File: src/rtl/match_controller.sv
// Match sequencing for a two-player ball game: kickoff, play, goal celebration, pause, game over.
// Optional match clock is enabled by defining MATCH_TIMER_EN; without it matches end only on WIN_SCORE.
module match_controller #(
    parameter int WIN_SCORE      = 5,
    parameter int KICKOFF_FRAMES = 120,
    parameter int GOAL_FRAMES    = 180,
    parameter int FRAMES_PER_SEC = 60,
    parameter int MATCH_SECONDS  = 90
) (
    input  logic       clk,
    input  logic       reset_n,
    input  logic       frame_tick,
    input  logic       start_btn,
    input  logic       pause_btn,
    input  logic       ball_in_goal1,
    input  logic       ball_in_goal2,
    output logic       goal_player1,
    output logic       goal_player2,
    output logic       clear_scores,
    output logic       reset_positions,
    output logic       freeze,
    output logic [2:0] state,
    output logic [1:0] winner,
    output logic [7:0] time_left
);

    typedef enum logic [2:0] {
        S_IDLE      = 3'd0,
        S_KICKOFF   = 3'd1,
        S_PLAY      = 3'd2,
        S_GOAL      = 3'd3,
        S_PAUSED    = 3'd4,
        S_GAME_OVER = 3'd5
    } state_e;

    localparam logic [15:0] KICK_LAST = 16'(KICKOFF_FRAMES - 1);
    localparam logic [15:0] GOAL_LAST = 16'(GOAL_FRAMES - 1);
    localparam logic [3:0]  WIN       = 4'(WIN_SCORE);

    if (WIN_SCORE < 1 || WIN_SCORE > 9) begin : g_bad_win
        $error("match_controller: WIN_SCORE must be 1..9");
    end
    if (MATCH_SECONDS < 1 || MATCH_SECONDS > 255) begin : g_bad_secs
        $error("match_controller: MATCH_SECONDS must be 1..255");
    end
    if (KICKOFF_FRAMES < 1 || GOAL_FRAMES < 1 || FRAMES_PER_SEC < 1) begin : g_bad_frames
        $error("match_controller: frame counts must be at least 1");
    end

    state_e      state_q, state_d;
    logic [15:0] frame_cnt_q, frame_cnt_d;
    logic [3:0]  score1_q, score1_d;
    logic [3:0]  score2_q, score2_d;
    logic [1:0]  winner_q, winner_d;
    logic        ball1_q, ball2_q;
    logic        gp1_q, gp1_d;
    logic        gp2_q, gp2_d;
    logic        clr_q, clr_d;
    logic        rp_q, rp_d;
    logic        rise1, rise2;

`ifdef MATCH_TIMER_EN
    localparam logic [15:0] SEC_LAST = 16'(FRAMES_PER_SEC - 1);
    logic [7:0]  time_left_q, time_left_d;
    logic [15:0] sec_cnt_q, sec_cnt_d;
`endif

    function automatic logic [3:0] sat_inc(input logic [3:0] v);
        return (v >= 4'd9) ? v : v + 4'd1;
    endfunction

    // Edges are taken against the previous cycle's level, so a ball resting in a goal never rescores.
    assign rise1 = ball_in_goal1 & ~ball1_q;
    assign rise2 = ball_in_goal2 & ~ball2_q;

    // NOTE: sequential state uses non-blocking assignments so every register samples pre-edge values.
    always_ff @(posedge clk or negedge reset_n) begin
        if (!reset_n) begin
            state_q     <= S_IDLE;
            frame_cnt_q <= '0;
            score1_q    <= '0;
            score2_q    <= '0;
            winner_q    <= 2'b00;
            ball1_q     <= 1'b0;
            ball2_q     <= 1'b0;
            gp1_q       <= 1'b0;
            gp2_q       <= 1'b0;
            clr_q       <= 1'b0;
            rp_q        <= 1'b0;
`ifdef MATCH_TIMER_EN
            time_left_q <= '0;
            sec_cnt_q   <= '0;
`endif
        end else begin
            state_q     <= state_d;
            frame_cnt_q <= frame_cnt_d;
            score1_q    <= score1_d;
            score2_q    <= score2_d;
            winner_q    <= winner_d;
            ball1_q     <= ball_in_goal1;
            ball2_q     <= ball_in_goal2;
            gp1_q       <= gp1_d;
            gp2_q       <= gp2_d;
            clr_q       <= clr_d;
            rp_q        <= rp_d;
`ifdef MATCH_TIMER_EN
            time_left_q <= time_left_d;
            sec_cnt_q   <= sec_cnt_d;
`endif
        end
    end

    // NOTE: every signal gets a default before the case so no path leaves one unassigned (no latches).
    always_comb begin
        state_d  = state_q;
        score1_d = score1_q;
        score2_d = score2_q;
        winner_d = winner_q;
        gp1_d    = 1'b0;
        gp2_d    = 1'b0;
        clr_d    = 1'b0;
        rp_d     = 1'b0;
`ifdef MATCH_TIMER_EN
        time_left_d = time_left_q;
        sec_cnt_d   = sec_cnt_q;
`endif

        unique case (state_q)
            S_IDLE, S_GAME_OVER: begin
                if (start_btn) begin
                    state_d  = S_KICKOFF;
                    score1_d = '0;
                    score2_d = '0;
                    winner_d = 2'b00;
                    clr_d    = 1'b1;
                    rp_d     = 1'b1;
`ifdef MATCH_TIMER_EN
                    time_left_d = 8'(MATCH_SECONDS);
                    sec_cnt_d   = '0;
`endif
                end
            end
            S_KICKOFF: begin
                if (frame_tick && frame_cnt_q == KICK_LAST) begin
                    state_d = S_PLAY;
                end
            end
            S_PLAY: begin
                if (rise1) begin
                    gp1_d    = 1'b1;
                    score1_d = sat_inc(score1_q);
                    state_d  = S_GOAL;
                end else if (rise2) begin
                    gp2_d    = 1'b1;
                    score2_d = sat_inc(score2_q);
                    state_d  = S_GOAL;
`ifdef MATCH_TIMER_EN
                end else if (time_left_q == 8'd0) begin
                    state_d = S_GAME_OVER;
                    if (score1_q > score2_q)      winner_d = 2'b01;
                    else if (score2_q > score1_q) winner_d = 2'b10;
                    else                          winner_d = 2'b11;
`endif
                end else if (pause_btn) begin
                    state_d = S_PAUSED;
`ifdef MATCH_TIMER_EN
                end else if (frame_tick) begin
                    if (sec_cnt_q == SEC_LAST) begin
                        sec_cnt_d   = '0;
                        time_left_d = time_left_q - 8'd1;
                    end else begin
                        sec_cnt_d = sec_cnt_q + 16'd1;
                    end
`endif
                end
            end
            S_GOAL: begin
                if (frame_tick && frame_cnt_q == GOAL_LAST) begin
                    if (score1_q == WIN || score2_q == WIN) begin
                        state_d  = S_GAME_OVER;
                        winner_d = (score1_q == WIN) ? 2'b01 : 2'b10;
                    end else begin
                        rp_d    = 1'b1;
                        state_d = S_KICKOFF;
                    end
                end
            end
            S_PAUSED: begin
                if (pause_btn) begin
                    state_d = S_PLAY;
                end
            end
            default: state_d = S_IDLE;
        endcase
    end

    // Phase frame counter runs only in the timed phases and restarts on every state change.
    always_comb begin
        frame_cnt_d = frame_cnt_q;
        if (state_d != state_q) begin
            frame_cnt_d = '0;
        end else if (frame_tick && (state_q == S_KICKOFF || state_q == S_GOAL)) begin
            frame_cnt_d = frame_cnt_q + 16'd1;
        end
    end

    always_comb begin
        state           = state_q;
        freeze          = (state_q != S_PLAY);
        goal_player1    = gp1_q;
        goal_player2    = gp2_q;
        clear_scores    = clr_q;
        reset_positions = rp_q;
        winner          = winner_q;
`ifdef MATCH_TIMER_EN
        time_left       = time_left_q;
`else
        time_left       = 8'd0;
`endif
    end

endmodule

File: config.mk
export PLATFORM = sky130hd
export DESIGN_NAME = match_controller
export DESIGN_NICKNAME = d
export VERILOG_FILES = /design/src/rtl/match_controller.sv
export SDC_FILE = /design/constraint.sdc
export NUM_CORES = 1
export LEC_CHECK = 0
export CAP_MARGIN = 20
export CORE_UTILIZATION = 50
export CTS_CLUSTER_SIZE = 28
export DETAILED_ROUTE_END_ITERATION = 10
export MAX_ROUTING_LAYER = met4
export PLACE_DENSITY = 0.76
export REMOVE_ABC_BUFFERS = 1
export SYNTH_ARGS = -nofsm -noshare
export SYNTH_HDL_FRONTEND = slang
export SYNTH_SLANG_ARGS = --single-unit
File: constraint.sdc
create_clock -name clk -period 1.8 [get_ports clk]
set_input_delay 0.27 -clock clk [delete_from_list [all_inputs] [get_ports clk]]
set_output_delay 0.27 -clock clk [all_outputs]
set_load 0.01 [all_outputs]
After elaboration in Yosys (flattened, before gate mapping)
Cells that the tools add are included.
{ "op_classes": {"mux": 34, "n_lt_le_gt_ge": 2, "n_eq_ne": 19, "reduce_logical": 13, "n_addsub": 3, "bitwise_logic": 4} }
{ "op_table": {"columns": ["operator", "count"], "rows": [
  ["16-bit two-way mux", 2],
  ["3-bit two-way mux", 8],
  ["4-bit two-way mux", 6],
  ["16-bit by 1-bit adder with 16-bit output (second input constant)", 1],
  ["16-bit by 7-bit equality test with 1-bit output (second input constant)", 1],
  ["16-bit by 8-bit equality test with 1-bit output (second input constant)", 1],
  ["2-bit != test (second input constant)", 8],
  ["4-bit one-hot mux with 2 select lines", 2],
  ["3-bit one-hot mux with 5 select lines", 1],
  ["1-bit two-way mux", 9],
  ["4-bit by 1-bit adder with 4-bit output (second input constant)", 2],
  ["4-bit by 3-bit equality test with 1-bit output (second input constant)", 2],
  ["4-bit >= comparator (second input constant)", 2],
  ["2-bit two-way mux", 4],
  ["4-bit AND reduction", 2],
  ["3-bit by 2-bit equality test with 1-bit output (second input constant)", 2],
  ["3-bit equality test (second input constant)", 2],
  ["2-bit nonzero test", 3],
  ["5-bit AND reduction", 1],
  ["2-bit one-hot mux with 2 select lines", 1],
  ["3-bit by 1-bit equality test with 1-bit output (second input constant)", 1],
  ["1-bit logical AND", 3],
  ["3-bit zero test", 1],
  ["3-bit by 2-bit != test with 1-bit output (second input constant)", 1],
  ["other kinds (6)", 9]
]} }
{ "word_totals": {"register_bits": 35, "output_inout_bits": 18, "elab_cells": 86, "inputBits": 7} }

Longest topological paths before layout
{ "depth": {"word_depth": 7, "ltp_mapped": 8, "depth_no_buf": 7} }

Worst setup path after synthesis
No wires, ideal clock.
{ "synth_path": {"path_kind": "register to register", "startpoint": "reg frame_cnt_q[0]", "endpoint": "reg frame_cnt_q[14]", "synth_period_minus_slack_ns": 1.770, "path_buffers": 1, "setup_time_ns": 0.086, "setup_slack_ns": 0.030, "arrival_time_ns": 1.684, "required_time_ns": 1.714, "path_stages_with_launch": 8, "cell_sequence": "dfrtp_1 ha_1 and4b_1 and4_2 a21oi_2 a31oi_2 buf_6 nor3_1"} }
{ "synth_between": {"elab_chain_cells": 6, "word_cells_on_any_way": 12, "classes_between": "add/sub (1); eq/ne (3); mux (5); reduce/logical (3)"} }
{ "synth_rtl": {"columns": ["element", "line", "rtl"], "rows": [
  ["from (decl)", "51", "logic [15:0] frame_cnt_q, frame_cnt_d;"],
  ["from (signal assigned)", "96", "frame_cnt_q <= frame_cnt_d;"],
  ["16-bit by 8-bit equality test with 1-bit output / 16-bit by 7-bit equality test with 1-bit output (equally long branches)", "178, 144", null],
  ["1-bit logical AND (on tied branches)", "178, 144", null],
  ["3-bit two-way mux (on tied branches)", "178, 144", null],
  ["3-bit one-hot mux with 5 select lines", "128", "unique case (state_q)"],
  ["3-bit != test", "200", "if (state_d != state_q) begin"],
  ["16-bit two-way mux / 2-bit nonzero test (equally long branches)", null, null]
]} }
Several ways; a longest one is shown, not always the timed one. The select of a mux whose other input is x is not followed.
A chain may end at the register's enable or synchronous reset.

Final worst setup path
{ "layout_path": {"startpoint": "reg frame_cnt_q[9]", "endpoint": "reg frame_cnt_q[7]"} }
{ "layout_between": {"elab_chain_cells": 6, "word_cells_on_any_way": 10, "classes_between": "eq/ne (3); mux (4); reduce/logical (3)"} }
{ "layout_rtl": {"columns": ["element", "line"], "rows": [
  ["16-bit by 8-bit equality test with 1-bit output / 16-bit by 7-bit equality test with 1-bit output (equally long branches)", "178, 144"],
  ["1-bit logical AND (on tied branches)", "178, 144"],
  ["3-bit two-way mux (on tied branches)", "178, 144"],
  ["3-bit one-hot mux with 5 select lines *", "128"],
  ["3-bit != test *", "200"],
  ["16-bit two-way mux / 2-bit nonzero test (equally long branches)", null]
]} }
Mark *: on every way between the ends. The rest lies on a longest branch, timed or not.

==> flow_summary.ini <==
[synth]
syn_inst = 212
ys_top_cells_by_area = dfrtp_1, xor2_1, nor3_1, ha_1, nand2_1
synth-main-ff-cell = dfrtp_1
synth_cell_types = 51
yosysMostFrequentCell = dfrtp_1
synth_top_area_share_pct = 42.12
synth_area_um2 = 2079
yosys_register_bits = 35
synth_area_per_cell_um2 = 9.809
synth_top_cell_by_area = dfrtp_1
ys_top_cells_by_count = dfrtp_1, nand2_1, nor3_1
async_reset_ff_share_pct = 100.0
ys_seq_area_share_pct = 42.12
synth-edff-count = 0
yosysWarnings = 0

[worst_hold_path]
hold_class = primary input to async pin

[die]
dieArea_um2 = 4421
core-area_um2 = 4000
rows = 23
die_h_um = 66.49
die-width_um = 66.49
initial_core_util_pct = 51.99
ios = 25

[global_route]
grt_use_total_pct = 24.77
antenna_found_initial = 0
grt_pass1_vias = 1634
grt_pass1_wl_mm = 7.783
grt.overflow.total = 0
grt_max_degree = 36

[timing]
rsz0062_at_grt = true
fin_ws_ns = -0.02455
skew_ns = 0.004024
final_hold_viol_count = 0
drv_slew = 0
post-route-min-period_ns = 1.825
period_share_pct = 101.4
setup_viol = 16
fin_hold_ws_ns = 0.3818
fmax_mhz = 548.1

[placed_design]
dp_hpwl_mm = 3.334
port_buffers = 16
gp_congestion = 0.8533
dp_slack_ns = -0.2398
dp_cells = 310

[worst_setup_path]
crit_path_max_fanout = 8
crit_slowest_cell = dfrtp_1
crit_type = flop to flop
arrival_ns = 2.00
max_stage_delay_ns = 0.41
worstPathRequired_ns = 1.98
critPathCaptureType = flop
cp-start-kind = flop
path_cells = nor4_4, and4_4, a31oi_2, a31oi_4, clkbuf_16, nor3_1

[drt]
drc = 0
routed_wirelength_mm = 4.984
via_per_inst = 5.542
vias = 1779
first_iter_violations = 68
ant_nets = 0
wire_per_inst_um = 15.53
first_pass_iters = 4

[clock_network]
cts_made_buffers = 5
root_buffer = clkbuf_8
clk_pin_slew_ns = 0.07
cts.sinks = 35
holdBufCountCts = 0
htree_levels = 2
clk_path_buf_depth = 2
clock_latency_ns = 0.29
cts_tree = done

[layout]
syn2layout_area_growth_pct = 33.63
diodes = 0
fin_cells = 321
finish.utilization_pct = 69.47
drive_gt1_share_pct = 31.00
nets = 285

[power_and_ir_drop]
power_leakage_nw = 1.243
power_mw = 2.724
ir_drop_v = 0.0006522
power_density_nw_per_um2 = 980.1

[outcome]
violations = setup timing
status = finished with violations

[job]
cap_viol_max_count = 0
state kept, by name (all words and copies together), names as in the netlist, 2 cells and up:
register	flops
state	3
winner	2
score1_q	4
score2_q	4
frame_cnt_q	16
worst paths after layout:
check / start / to / slack (ns) / cells past startpoint
max: frame_cnt_q[9] / frame_cnt_q[7] / -0.02 / 6
min: reset_n / score2_q[1] / 0.38 / 2
max reg2reg: frame_cnt_q[9] / frame_cnt_q[7] / -0.02 / 6
min reg2reg: winner[1] / winner[1] / 0.49 / 2
max in group asynchronous: reset_n / state[2] / 1.08 / 2
min in group clk: ball_in_goal2 / ball2_q / 0.46 / 1
layer usage:
layer  track usage (%)  up-vias  wire (um)
met5                 -        -          0
met4             11.17        0        146
met3             5.137       16        235
met2             36.61       60       2360
met1             32.72      856       2242
li1                  -      847          -
logic make-up (layout without fill, tap and decap cells):
group,count (synthesis),in the layout,synth area share [%]
AOI/OAI and AO/OA,30,30,10.35
xor gates and xnor gates,17,17,7.160
adders and majority gates,7,7,4.212
buffers and inverters,24,76,7.220
DFF,35,35,42.12
muxes,2,2,0.9627
other,1,8,0.1803
and+or+nand+nor,96,96,27.80
placed cells by master, fill, tap and decap left out, drive strengths merged, types with 2 or more instances in the layout:
| cell type | instances |
|---|---|
| buf | 40 |
| dfrtp | 35 |
| nor3 | 23 |
| nand2 | 21 |
| clkdlybuf4s50 | 15 |
| nor2 | 15 |
| inv | 12 |
| xor2 | 11 |
| o21ai | 10 |
| conb | 8 |
| ha | 7 |
| clkbuf | 7 |
| xnor2 | 6 |
| a21oi | 6 |
| nand3 | 5 |
| nand3b | 4 |
| nand2b | 4 |
| nand4 | 3 |
| and4 | 3 |
| a31oi | 3 |
| nor4b | 3 |
| nor4 | 3 |
| nor2b | 2 |
| and3 | 2 |
| o31ai | 2 |
| mux2i | 2 |
| nand4b | 2 |
| a211oi | 2 |
layout make-up:
type / count / area [um2]
fill: 277 / 1221
clock inverter: 1 / 5.005
clock buffer: 6 / 82.58
timing repair buffer: 57 / 508.0
sequential: 35 / 877.1
tap: 50 / 62.56
inverter: 12 / 45.04
multi-input combinational: 160 / 1199
worst max-delay path: cells and delay by family, from the launching register on:
family | cells | cell delay, ns
AOI/OAI and AO/OA | 2 | 0.40
buffers and inverters | 1 | 0.20
DFF | 1 | 0.41
and+or+nand+nor | 3 | 0.71
what timing repair did:
action	in CTS	in global routing
cloned	1	0
resized for setup	14	19
buffers inserted	1	2
pin swaps	0	3
endpoints found under the setup margin	17	27
power breakdown:
group,internal [mW],leakage (nW),switching [mW]
logic,0.566,0.722,0.654
clock network,0.300,0.0470,0.280
registers,0.870,0.474,0.0545
total,1.74,1.24,0.988
per-stage QoR:
step,area (um2),setup TNS (ns)
2_1_floorplan,2001,-2.998
3_3_place_gp,2514,-2.884
3_5_place_dp,2514,-3.726
4_1_cts,2700,-0.06964
5_1_grt,2779,-1.507
6_report,2779,-0.1941
Note: power is estimated with default switching activity, not from simulation.
